## src/rtl/fir_mac_filter_pkg.sv

```systemverilog
// Shared definitions for the sequential single-multiplier FIR filter:
// FSM state encoding, default coefficient value and a constant clog2 helper.
package fir_mac_filter_pkg;

    typedef enum logic [1:0] {
        IDLE = 2'd0,
        MAC  = 2'd1,
        OUT  = 2'd2
    } fir_state_t;

    // 0.125 in Q1.17
    localparam int COEF_DEFAULT = 16384;

    function automatic int clog2(input int n);
        int r;
        int v;
        r = 0;
        v = n - 1;
        while (v > 0) begin
            r++;
            v = v >> 1;
        end
        return r;
    endfunction

endpackage

```

## src/rtl/fir_mac_filter_coef_rom.sv

```systemverilog
// Combinational coefficient lookup: tap index k selects coef[k] from a flat
// NTAPS*COEF_W vector, tap 0 in the least significant slice.
module fir_coef_rom
    import fir_mac_filter_pkg::*;
#(
    parameter int                         COEF_W = 18,
    parameter int                         NTAPS  = 8,
    parameter logic [NTAPS*COEF_W-1:0]    COEFS  = {NTAPS{COEF_W'(COEF_DEFAULT)}},
    localparam int                        KW     = clog2(NTAPS)
) (
    input  logic        [KW-1:0]     k,
    output logic signed [COEF_W-1:0] coef
);

    logic signed [COEF_W-1:0] coef_tbl [NTAPS];

    for (genvar g = 0; g < NTAPS; g++) begin : g_tbl
        assign coef_tbl[g] = COEFS[g*COEF_W +: COEF_W];
    end

    assign coef = coef_tbl[k];

endmodule

```

## src/rtl/fir_mac_filter.sv

```systemverilog
// Sequential FIR: one sample accepted per handshake, NTAPS multiply-accumulates
// (one per cycle), then a rounded and saturated result held until taken.
module fir_mac_filter
    import fir_mac_filter_pkg::*;
#(
    parameter int                         DATA_W = 24,
    parameter int                         COEF_W = 18,
    parameter int                         NTAPS  = 8,
    parameter int                         OUT_W  = 24,
    parameter logic [NTAPS*COEF_W-1:0]    COEFS  = {NTAPS{COEF_W'(COEF_DEFAULT)}}
) (
    input  logic                     i_clk,
    input  logic                     i_rst_n,
    input  logic signed [DATA_W-1:0] iv_din,
    input  logic                     i_din_valid,
    output logic                     o_ready,
    output logic signed [OUT_W-1:0]  ov_dout,
    output logic                     o_dout_valid,
    input  logic                     i_dout_ready,
    output logic                     o_sat
);

    localparam int KW     = clog2(NTAPS);
    localparam int PROD_W = DATA_W + COEF_W;
    localparam int ACC_W  = DATA_W + COEF_W + clog2(NTAPS);

    localparam logic        [OUT_W-1:0] OUT_MAX = {1'b0, {(OUT_W-1){1'b1}}};
    localparam logic        [OUT_W-1:0] OUT_MIN = {1'b1, {(OUT_W-1){1'b0}}};
    localparam logic signed [ACC_W:0]   MAX_V   = (ACC_W+1)'($signed(OUT_MAX));
    localparam logic signed [ACC_W:0]   MIN_V   = (ACC_W+1)'($signed(OUT_MIN));
    localparam logic signed [ACC_W:0]   RND     = (ACC_W+1)'(1) << (COEF_W - 2);

    fir_state_t               state;
    logic signed [DATA_W-1:0] taps [NTAPS];
    logic signed [ACC_W-1:0]  acc;
    logic        [KW-1:0]     k;

    logic signed [COEF_W-1:0] coef;
    logic signed [PROD_W-1:0] prod;
    logic signed [ACC_W-1:0]  sum;
    logic        [OUT_W:0]    sat_res;

    // Round half up at the Q1.(COEF_W-1) binary point, then drop the fraction.
    function automatic logic signed [ACC_W:0] round_shift(input logic signed [ACC_W-1:0] a);
        logic signed [ACC_W:0] t;
        t = (ACC_W+1)'(a) + RND;
        return t >>> (COEF_W - 1);
    endfunction

    // Returns {clipped, value}.
    function automatic logic [OUT_W:0] saturate(input logic signed [ACC_W:0] v);
        if (v > MAX_V)
            return {1'b1, OUT_MAX};
        else if (v < MIN_V)
            return {1'b1, OUT_MIN};
        else
            return {1'b0, v[OUT_W-1:0]};
    endfunction

    fir_coef_rom #(
        .COEF_W (COEF_W),
        .NTAPS  (NTAPS),
        .COEFS  (COEFS)
    ) u_coef_rom (
        .k    (k),
        .coef (coef)
    );

    assign prod    = taps[k] * coef;
    assign sum     = acc + ACC_W'(prod);
    assign sat_res = saturate(round_shift(sum));
    assign o_ready = (state == IDLE);

    always_ff @(posedge i_clk or negedge i_rst_n) begin
        if (!i_rst_n) begin
            state        <= IDLE;
            taps         <= '{default: '0};
            acc          <= '0;
            k            <= '0;
            ov_dout      <= '0;
            o_dout_valid <= 1'b0;
            o_sat        <= 1'b0;
        end else begin
            case (state)
                IDLE: begin
                    if (i_din_valid) begin
                        taps[0] <= iv_din;
                        for (int i = 1; i < NTAPS; i++)
                            taps[i] <= taps[i-1];
                        acc   <= '0;
                        k     <= '0;
                        state <= MAC;
                    end
                end
                MAC: begin
                    acc <= sum;
                    k   <= k + 1'b1;
                    if (k == KW'(NTAPS - 1)) begin
                        {o_sat, ov_dout} <= sat_res;
                        o_dout_valid     <= 1'b1;
                        state            <= OUT;
                    end
                end
                OUT: begin
                    if (i_dout_ready) begin
                        o_dout_valid <= 1'b0;
                        state        <= IDLE;
                    end
                end
                default: state <= IDLE;
            endcase
        end
    end

endmodule

```

## config.mk

```make
export PLATFORM = sky130hd
export DESIGN_NAME = fir_mac_filter
export DESIGN_NICKNAME = d
export VERILOG_FILES = /design/src/rtl/fir_mac_filter_pkg.sv /design/src/rtl/fir_mac_filter_coef_rom.sv /design/src/rtl/fir_mac_filter.sv
export SDC_FILE = /design/constraint.sdc
export NUM_CORES = 1
export LEC_CHECK = 0
export CORE_ASPECT_RATIO = 1.2
export CORE_MARGIN = 2
export CORE_UTILIZATION = 25
export CTS_CLUSTER_DIAMETER = 120
export DETAILED_ROUTE_END_ITERATION = 12
export PLACE_DENSITY_LB_ADDON = 0.05
export SLEW_MARGIN = 0
export SYNTH_ARGS = -nofsm -noshare
export SYNTH_HDL_FRONTEND = slang
export SYNTH_SLANG_ARGS = --single-unit
```

## constraint.sdc

```tcl
create_clock -name i_clk -period 13.25 [get_ports i_clk]
set_input_delay 2.65 -clock i_clk [delete_from_list [all_inputs] [get_ports i_clk]]
set_output_delay 2.65 -clock i_clk [all_outputs]
set_load 0.05 [all_outputs]
```

==> metrics.md, run 1 <==
| Metric | Value |
|---|---|
| Outcome | `completed` |
| # rows | `97` |
| Die Footprint | `60600 sq um` |
| Via count | `9692` |
| Crit-path max FO | `36` |
| Sequential fraction of the synthesis area | `0.434` |
| Starting density of the core | `0.252` |
| Worst-skew pair later-pin latency | `0.54 ns` |
| WP data arrival | `7.30 ns` |
| Htree depth | `2` |
| Crit share post-route | `0.519` |
| Routed WL | `38300 um` |
| Top Ports | `55` |
| MaxCap Viol Count | `0` |
| Cts repair resizes | `0` |
| Layout Nets | `1349` |
| Register bit total from synthesis | `254` |
| Worst hold start | `ov_dout[23]$_DFFE_PN0P_` |
| First drt pass iteration count | `4` |
| Crit path launch | `k[0]$_DFFE_PN0P_` |
| Final Wtd Congestion | `0.771` |
| Post-synth ARST share | `1.00` |
| Main synth FF type | `dfrtp_1` |
| Setup-failing EPs final | `0` |
| HPWL after DPL | `25700 um` |
| Layout cell share with drive strength beyond 1 | `0.303` |
| Grt ovf | `0` |
| Worst EP required | `13.68 ns` |
| Pins Over Slew Limit | `0` |
| CTS tree | `done` |
| CP endpoint kind | `register` |
| Area grow syn2layout | `16.4%` |
| Mean Syn Cell Area | `12.2 sq um` |
| R2r startpoint | `k[0]$_DFFE_PN0P_` |
| Die Y | `269 um` |
| Reg clk slew, reported paths | `0.06 ns` |
| Endpoints failing hold | `0` |
| Cts-stage hold buffer count | `0` |
| Initial DRC Count | `521` |
| Port-buffer cells | `54` |
| Global-route wire length before repair | `61400 um` |
| Post-synth EDFFs | `0` |
| Mapped Area | `14700 sq um` |
| CTS Buf Count | `34` |
| Yosys cell types | `75` |
| Syn Nets | `1320` |
| Setup repair bufs after CTS | `0` |
| Core area | `58100 sq um` |
| RSZ-0062 raised after global routing | `no` |
| Total track usage | `0.130` |
| DR WL/cell | `19.2 um` |
| Worst hold path class | `reg -> reg` |
| Skew final | `0.0120 ns` |
| CTS Sinks | `254` |
| Inserted Diodes | `0` |
| Vias in the first global route | `10200` |
| Worst Setup Start Kind | `register` |
| Via density | `4.86` |
| Worst-case clock buffer depth | `3` |
| Fmax | `0.145 GHz` |
| Fillers | `5962` |
| Slew HR | `0.298` |
| Yosys warns | `0` |
| Clock root cell | `clkbuf_16` |
| Initial antenna violation count | `0` |
| Largest net degree at the start of global routing | `162` |
| Chip Width | `225 um` |
| Synth Instances | `1201` |
| Crit Path Category | `reg -> reg` |
| DRC viols | `0` |
| Fin crit period | `6.88 ns` |
| Fin Setup TNS | `0 ns` |
| Routed Antenna Nets | `0` |
| Worst slew pin tran | `1.05 ns` |
-- logic make-up (layout without fill, tap and decap cells) --
kind of cell / count (synthesis) / count (layout) / synth area share
xor gates and xnor gates: 45 / 45 / 0.0269
buffers and inverters: 95 / 147 / 0.0272
adders and majority gates: 91 / 91 / 0.0782
muxes: 267 / 267 / 0.242
DFF: 254 / 254 / 0.434
AOI/OAI and AO/OA: 215 / 215 / 0.111
and+or+nand+nor: 234 / 234 / 0.0818
-- flip-flops by register name (all words and copies together) (netlist names) --
name / cells
acc: 31
o_sat: 1
state: 2
k: 3
taps: 192
ov_dout: 24
o_dout_valid: 1
-- worst paths after layout --
kind	endpoint	slack, ns	cells after the start
setup / recovery	ov_dout[18]$_DFFE_PN0P_	6.37	17
hold / removal	ov_dout[23]$_DFFE_PN0P_	0.48	2
min in group asynchronous	acc[41]$_DFFE_PN0P_	2.14	1
hold reg to reg	ov_dout[23]$_DFFE_PN0P_	0.48	2
max in group asynchronous	taps[0]$_DFFE_PN0P_	9.68	2
setup reg to reg	ov_dout[18]$_DFFE_PN0P_	6.37	17
-- critical path: stages (launching register included) --
cell      delay, ns
dfrtp_4        0.62
buf_4          0.69
mux4_2         0.60
mux2_2         0.31
ha_1           0.29
ha_1           0.30
ha_1           0.49
o211a_1        0.22
o31a_1         0.26
o21a_1         0.31
xnor2_1        0.28
nor4b_2        0.73
and4_1         0.41
nand3_1        0.17
nor4_2         0.34
a211oi_4       0.10
buf_4          0.27
o32ai_1        0.32
-- layout make-up --
type / count / area (sq um) / share of cell area
Multi-Input combinational cell: 852 / 7930 / 0.465
Inverter: 22 / 82.6 / 0.00484
Tap cell: 742 / 928 / 0.0544
Clock buffer: 52 / 1000 / 0.0586
Sequential cell: 254 / 6360 / 0.373
Timing Repair Buffer: 66 / 648 / 0.0380
Clock inverter: 7 / 114 / 0.00667
-- cells in the mapped netlist, types with 4 or more instances --
| cell | n | area (sq um) |
|---|---|---|
| nand4_1 | 8 | 50.1 |
| inv_1 | 22 | 82.6 |
| clkbuf_1 | 56 | 210 |
| or2_2 | 8 | 50.1 |
| mux2_2 | 217 | 2440 |
| o32ai_1 | 5 | 43.8 |
| o32ai_2 | 19 | 309 |
| or4_1 | 4 | 30.0 |
| o211ai_1 | 5 | 37.5 |
| a211oi_1 | 5 | 37.5 |
| a21oi_1 | 31 | 155 |
| nand3_1 | 18 | 90.1 |
| or3_1 | 4 | 25.0 |
| a21o_1 | 13 | 97.6 |
| nor4_1 | 9 | 56.3 |
| o22ai_1 | 27 | 169 |
| buf_2 | 7 | 35.0 |
| xnor2_1 | 30 | 263 |
| mux4_2 | 48 | 1080 |
| nand2b_1 | 4 | 25.0 |
| nor2_1 | 55 | 206 |
| o31ai_1 | 6 | 45.0 |
| o21a_1 | 6 | 45.0 |
| xor2_1 | 15 | 131 |
| nor2b_1 | 5 | 31.3 |
| nor3_1 | 12 | 60.1 |
| buf_1 | 4 | 15.0 |
| a31oi_1 | 10 | 62.6 |
| dfrtp_1 | 254 | 6360 |
| nand2_1 | 83 | 312 |
| o21ai_0 | 49 | 245 |
| ha_1 | 90 | 1130 |
-- routing by layer --
metal | vias to the layer above | wire length [um] | global-route usage
met5 | - | 0 | 0
met4 | 0 | 1020 | 0.0410
met3 | 64 | 1210 | 0.0234
met2 | 131 | 18000 | 0.209
met1 | 4917 | 18100 | 0.176
li1 | 4580 | - | -
-- per-stage QoR --
step           setup WS, ns  hold slack [ns]  instances   util  instance area (sq um)
5_1_grt                5.79            0.513       1995  0.294                  17100
4_1_cts                6.18            0.493       1995  0.294                  17100
3_3_place_gp           6.26            0.484       1936  0.274                  16000
6_report               6.37            0.482       1995  0.294                  17100
3_5_place_dp           6.26            0.479       1936  0.274                  16000
2_1_floorplan          7.04            0.468       1201      -                  14700
-- cell usage in the layout, fill, tap and decap left out, drive strengths merged, types with 14 or more instances in the layout --
master / count
o22ai: 27
nand3: 18
nor2: 55
o32ai: 24
mux4: 48
clkbuf: 52
a21oi: 31
nor3: 14
ha: 90
inv: 23
dfrtp: 254
o21ai: 52
nand2: 83
clkdlybuf4s50: 53
xnor2: 30
xor2: 15
mux2: 217
Power of run 1 is left out: the tool's default activity adds up to more than one toggle a clock period on the data nets, which glitch-free logic cannot reach.
==> run 2, diff against run 1 <==
==> constraint.sdc (replaced) <==
create_clock -name i_clk -period 7 [get_ports i_clk]
set_input_delay 1.4 -clock i_clk [delete_from_list [all_inputs] [get_ports i_clk]]
set_output_delay 1.4 -clock i_clk [all_outputs]
set_load 0.05 [all_outputs]
==> run 2 against run 1 <==
- clock skew grew 0.0069 ns
- global-route usage grew 0.16 points
- sequential share of layout area shrank 0.47 points
- non-clock buffer count grew 24
- die area is the same
- critical path type unchanged
- cell count grew 1.2%
- via count grew 0.75%
- flip-flop and latch count is the same
- final area grew 1.2%
- register-to-register slack lost 5.6 ns
==> metrics.md, run 2 (same netlist as run 1, synthesis figures left out) <==
| Metric | Value |
|---|---|
| Largest Register | `taps` |
| Initial DRC Count | `581 (+12%)` |
| Worst slew pin tran | `1.23 ns (+0.179 ns)` |
| Die Footprint | `60600 sq um (unchanged)` |
| Critical path's largest stage delay | `0.62 ns (-0.11 ns)` |
| CTS tree | `done` |
| Outcome | `completed` |
| Worst hold path class | `reg -> reg` |
| Slew HR | `0.180 (-0.118)` |
| Initial antenna violation count | `0 (unchanged)` |
| CTS Buf Count | `34 (unchanged)` |
| CTS Sinks | `254 (unchanged)` |
| Layout cell share with drive strength beyond 1 | `0.319 (+0.0162)` |
| Cts-stage hold buffer count | `0 (unchanged)` |
| Met1 Wirelength | `18000 um (-0.72%)` |
| Global-route wire length before repair | `62400 um (+1.6%)` |
| CP endpoint kind | `register` |
| Placed Cells | `1960 (+1.2%)` |
| Via density | `4.84 (-0.44%)` |
| Worst-case clock buffer depth | `3 (unchanged)` |
| First drt pass iteration count | `5 (+1)` |
| HPWL after DPL | `26800 um (+4.2%)` |
| Htree depth | `2 (unchanged)` |
| Via count | `9765 (+0.75%)` |
| Layout Nets | `1373 (+1.8%)` |
| Most frequent CP cell | `ha_1` |
| Routed WL | `38800 um (+1.1%)` |
| Fmax | `0.161 GHz (+11%)` |
| WP data arrival | `6.65 ns (-0.65 ns)` |
| Reg clk slew, reported paths | `0.06 ns (about the same)` |
| Cts repair resizes | `0 (unchanged)` |
| Chip Width | `225 um (unchanged)` |
| Inserted Diodes | `0 (unchanged)` |
| Most common cell after layout, fill and taps aside | `dfrtp_1` |
| MaxCap Viol Count | `0 (unchanged)` |
| Total track usage | `0.131 (+0.00157)` |
| Worst Setup Start Kind | `register` |
| Met2 wire len | `18800 um (+4.7%)` |
| Regs by FF count | `taps: 192 flops, acc: 31 flops, ov_dout: 24 flops` |
| Endpoints failing hold | `0 (unchanged)` |
| Grt ovf | `0 (unchanged)` |
| Fin crit period | `6.21 ns (-0.664 ns)` |
| Starting density of the core | `0.252 (unchanged)` |
| Worst EP required | `7.44 ns (-6.24 ns)` |
| Routed Antenna Nets | `0 (unchanged)` |
| RSZ-0062 raised after global routing | `no` |
| Setup-failing EPs final | `0 (unchanged)` |
| Die Y | `269 um (unchanged)` |
| Vias in the first global route | `10400 (+1.7%)` |
| Top Ports | `55 (unchanged)` |
| Final Wtd Congestion | `0.788 (+2.2%)` |
| DR WL/cell | `19.2 um (about the same)` |
| Clock root cell | `clkbuf_16` |
| Critical path, cell by cell | `buf_4 > mux4_2 > mux2_2 > ha_1 > ha_1 > ha_1 > a21oi_1 > o22ai_1 > a2111oi_0 > a21oi_1 > xnor2_1 > buf_4 > nor4_2 > or4b_4 > and4_4 > o211a_4 > buf_12 > o32ai_1` |
| Crit share post-route | `0.888 (+0.369)` |
| Most frequent cells in the layout | `252 x dfrtp_1, 217 x mux2_2, 90 x ha_1` |
| Routed wl met3 | `1110 um (-8.3%)` |
| Critical-path top delay cell | `dfrtp_4` |
| # rows | `97 (unchanged)` |
| Crit-path max FO | `16 (-56%)` |
| Worst-skew pair later-pin latency | `0.54 ns (about the same)` |
| Crit Path Category | `reg -> reg` |
| Largest net degree at the start of global routing | `165 (+1.9%)` |
| Port-buffer cells | `54 (unchanged)` |
| DRC viols | `0 (unchanged)` |
| Top layer reached by signal wires | `met4` |
| Area grow syn2layout | `17.9%` |
| Fin Setup TNS | `0 ns (unchanged)` |
| Pins Over Slew Limit | `0 (unchanged)` |
| Fin cells | `2019 (+1.2%)` |
| Core area | `58100 sq um (unchanged)` |
| Skew final | `0.0189 ns (+0.00689 ns)` |
| Largest register FFs | `192 (unchanged)` |
| Setup repair bufs after CTS | `0 (unchanged)` |
run 2: changes by cell type in the layout (fill, tap and decap cells not counted), sizes merged:
| cell | change |
|---|---|
| clkinv | +4 |
| buf | +24 |
| clkbuf | -6 |
| clkinvlp | +3 |
| bufinv | -2 |
| inv | +1 |
run 2: path summary, 6_finish.rpt:
path                       slack, ns                 start  cells past startpoint                      end
max                             0.79      k[0]$_DFFE_PN0P_                     18  ov_dout[18]$_DFFE_PN0P_
min                             0.50  taps[16]$_DFFE_PN0P_                      1     taps[16]$_DFFE_PN0P_
max reg2reg                     0.79      k[0]$_DFFE_PN0P_                     18  ov_dout[18]$_DFFE_PN0P_
min reg2reg                     0.50  taps[16]$_DFFE_PN0P_                      1     taps[16]$_DFFE_PN0P_
max in group asynchronous       4.79               i_rst_n                      2     taps[23]$_DFFE_PN0P_
min in group asynchronous       0.83               i_rst_n                      1      acc[39]$_DFFE_PN0P_
run 2: final cells by class:
| cell class | instances | area (sq um) |
|---|---|---|
| fill | 5936 | 40900 |
| clock buffer | 46 | 956 |
| timing repair buffer | 90 | 903 |
| clock inverter | 13 | 116 |
| sequential | 254 | 6360 |
| tap | 742 | 928 |
| inverter | 22 | 82.6 |
| multi-input combinational | 852 | 7930 |
run 2: worst max-delay path: cells and delay by family (launching register included):
kind | cells | cell delay (ns)
compound gates | 6 | 1.76
simple gates | 3 | 1.16
fa+ha+maj | 3 | 0.97
mux | 2 | 0.80
flops | 1 | 0.62
buf+inv | 3 | 0.62
xor+xnor | 1 | 0.14
run 2: metal layers:
metal  up-vias  global-route usage
met4         0              0.0375
met2       131               0.219
li1       4638                   -
met3        48              0.0223
met5         -                   0
met1      4948               0.175
run 2: stage by stage:
| stage | setup WS [ns] | hold slack, ns | instance area [sq um] | util |
|---|---|---|---|---|
| 2_1_floorplan | 0.786 | 0.468 | 14700 | - |
| 3_3_place_gp | 0.795 | 0.485 | 16200 | 0.279 |
| 3_5_place_dp | 0.777 | 0.492 | 16200 | 0.279 |
| 4_1_cts | 0.735 | 0.504 | 17300 | 0.297 |
| 5_1_grt | 0.279 | 0.516 | 17300 | 0.297 |
| 6_report | 0.785 | 0.502 | 17300 | 0.297 |
Power of run 2 is left out for the same reason.
==> run 3, diff against run 2 <==
--- a/config.mk
+++ b/config.mk
@@ -5,10 +5,10 @@
 export SDC_FILE = /design/constraint.sdc
 export NUM_CORES = 1
 export LEC_CHECK = 0
-export CORE_ASPECT_RATIO = 1.2
 export CORE_MARGIN = 2
 export CORE_UTILIZATION = 25
 export CTS_CLUSTER_DIAMETER = 120
+export CTS_CLUSTER_SIZE = 28
 export DETAILED_ROUTE_END_ITERATION = 12
 export PLACE_DENSITY_LB_ADDON = 0.05
 export SLEW_MARGIN = 0
==> run 3 against run 2 <==
- highest routed layer unchanged
- critical path type unchanged
- largest cell class unchanged
- clock-buffer cell count down 29
- setup slack worse by 0.23 ns
- final area down 4.1%
- hold slack improved by 0.0050 ns
- first-iteration DRC count down 25%
==> metrics.md, run 3 (same netlist as run 1, synthesis figures left out) <==
| Metric | Value |
|---|---|
| Outcome | `completed` |
| Setup slack after layout | `0.559 ns (-0.227 ns)` |
| CP endpoint kind | `register` |
| Global-route wire length before repair | `60600 um (-2.9%)` |
| Crit Path Category | `reg -> reg` |
| Starting density of the core | `0.254 (+0.00144)` |
| Worst path bufs/invs | `1 (-2)` |
| Regs by FF count | `taps: 192 flops, acc: 31 flops, ov_dout: 24 flops` |
| Htree depth | `1 (-1)` |
| Setup-failing EPs final | `0 (unchanged)` |
| CTS Buf Count | `14 (-59%)` |
| Via count | `9520 (-2.5%)` |
| Skew final | `0.0325 ns (+0.0136 ns)` |
| Routed Antenna Nets | `0 (unchanged)` |
| Critical path's largest stage delay | `0.67 ns (+0.05 ns)` |
| Chip Width | `246 um (+9.4%)` |
| Fin cells | `1993 (-1.3%)` |
| Post-place setup slack | `0.420 ns (-0.356 ns)` |
| Fin Setup TNS | `0 ns (unchanged)` |
| Kind of cell adding the most delay to the critical path | `simple AND/OR/NAND/NOR gates` |
| Fin crit period | `6.44 ns (+0.227 ns)` |
| Initial DRC Count | `434 (-25%)` |
| Setup repair bufs after CTS | `0 (unchanged)` |
| Core area | `57800 sq um (-0.57%)` |
| Fmax | `0.155 GHz (-3.5%)` |
| Inserted Diodes | `0 (unchanged)` |
| Vias in the first global route | `10100 (-3.0%)` |
| R2r setup slk | `0.56 ns (-0.23 ns)` |
| Die Y | `246 um (-8.6%)` |
| Grt ovf | `0 (unchanged)` |
| Worst-skew pair later-pin latency | `0.53 ns (about the same)` |
| Slew HR | `0.310 (+0.130)` |
| HPWL after DPL | `26000 um (-3.0%)` |
| Endpoints failing hold | `0 (unchanged)` |
| DRC viols | `0 (unchanged)` |
| Worst hold path class | `reg -> reg` |
| Routed WL | `37400 um (-3.6%)` |
| WP data arrival | `6.82 ns (+0.17 ns)` |
| Most frequent CP cell | `ha_1` |
| Fillers | `6027 (+1.5%)` |
| Top Ports | `55 (unchanged)` |
| Critical-path top delay cell | `dfrtp_4` |
| DR WL/cell | `18.7 um (-2.4%)` |
| Largest Register | `taps` |
| First drt pass iteration count | `5 (unchanged)` |
| RSZ-0062 raised after global routing | `no` |
| Total track usage | `0.127 (-0.00463)` |
| Worst-case clock buffer depth | `3 (unchanged)` |
| Worst Setup Start Kind | `register` |
| Port-buffer cells | `54 (unchanged)` |
| Worst slew pin tran | `1.03 ns (-0.197 ns)` |
| Pins Over Slew Limit | `0 (unchanged)` |
| Crit-path max FO | `24 (+8)` |
| MaxCap Viol Count | `0 (unchanged)` |
| Largest net degree at the start of global routing | `99 (-40%)` |
| Layout cell share with drive strength beyond 1 | `0.297 (-0.0223)` |
| Placed Cells | `1971 (+0.56%)` |
| Hold_ws | `0.507 ns (+0.00497 ns)` |
| Layout Nets | `1341 (-2.3%)` |
| Die Footprint | `60600 sq um (about the same)` |
| Clock root cell | `clkbuf_16` |
| Crit share post-route | `0.920 (+0.0324)` |
| Via density | `4.78 (-1.2%)` |
| Initial antenna violation count | `0 (unchanged)` |
| CTS tree | `done` |
| Critical path, cell by cell | `buf_4 > mux4_2 > mux2_2 > ha_1 > ha_1 > ha_1 > nand2_1 > nor2_1 > o2111ai_4 > nand4_1 > nand3_1 > nor4_4 > or4b_4 > nor4b_2 > o211a_4 > o32ai_1` |
| Most common cell after layout, fill and taps aside | `dfrtp_1` |
| # rows | `88 (-9.3%)` |
| CTS Sinks | `254 (unchanged)` |
| Final Wtd Congestion | `0.765 (-3.0%)` |
| Most frequent cells in the layout | `252 x dfrtp_1, 217 x mux2_2, 90 x ha_1` |
| Reg clk slew, reported paths | `0.12 ns (+0.06 ns)` |
| Worst EP required | `7.37 ns (-0.07 ns)` |
| Area grow syn2layout | `13.0%` |
| Largest register FFs | `192 (unchanged)` |
[run 3: cell types whose count changed in the layout (fill, tap and decap cells not counted), moves of 2 or more]
cell / delta
clkbuf_8: -5
clkinv_2: -6
clkbuf_16: -19
clkinvlp_4: -2
buf_12: -4
buf_4: -8
clkbuf_1: -5
[run 3: layout make-up]
cell class / instances / area [sq um] / area share
clock inverter: 5 / 63.8 / 0.00385
sequential: 254 / 6360 / 0.384
inverter: 22 / 82.6 / 0.00498
tap: 765 / 957 / 0.0578
multi-input combinational: 852 / 7950 / 0.480
timing repair buffer: 78 / 763 / 0.0461
clock buffer: 17 / 393 / 0.0237
[run 3: worst paths after layout]
kind	from	end	cells past startpoint
worst min-delay path	ov_dout[23]$_DFFE_PN0P_	ov_dout[23]$_DFFE_PN0P_	2
min in group asynchronous	i_rst_n	acc[44]$_DFFE_PN0P_	1
worst max-delay path	k[0]$_DFFE_PN0P_	ov_dout[15]$_DFFE_PN0P_	16
worst min register to register	ov_dout[23]$_DFFE_PN0P_	ov_dout[23]$_DFFE_PN0P_	2
worst max register to register	k[0]$_DFFE_PN0P_	ov_dout[15]$_DFFE_PN0P_	16
max in group asynchronous	i_rst_n	taps[130]$_DFFE_PN0P_	2
[run 3: worst reg2reg max path, delay by kind of cell (launching register included)]
| kind | cells | cell delay (ns) |
|---|---|---|
| and+or+nand+nor | 7 | 2.34 |
| adders and majority gates | 3 | 1.07 |
| AOI/OAI and AO/OA | 3 | 0.91 |
| muxes | 2 | 0.88 |
| DFF | 1 | 0.67 |
| buffers and inverters | 1 | 0.41 |
[run 3: metal layers]
layer	global-route usage	vias to the layer above	part of all wire
met3	0.0148	19	0.026
met2	0.201	99	0.45
met1	0.187	4847	0.51
met5	0	-	0
met4	0.0210	0	0.011
li1	-	4555	-
[run 3: through the flow]
step / instance area [sq um] / util
after global placement: 16100 / 0.278
after CTS: 16600 / 0.286
final: 16600 / 0.287
after floorplan: 14700 / -
after detailed placement: 16100 / 0.278
after global routing: 16600 / 0.287
[run 3: timing repair]
item | CTS | global route
hold buffers | 0 | 0
endpoints found under the setup margin | 0 | 24
resized for setup | 0 | 2
Power of run 3 is left out for the same reason.
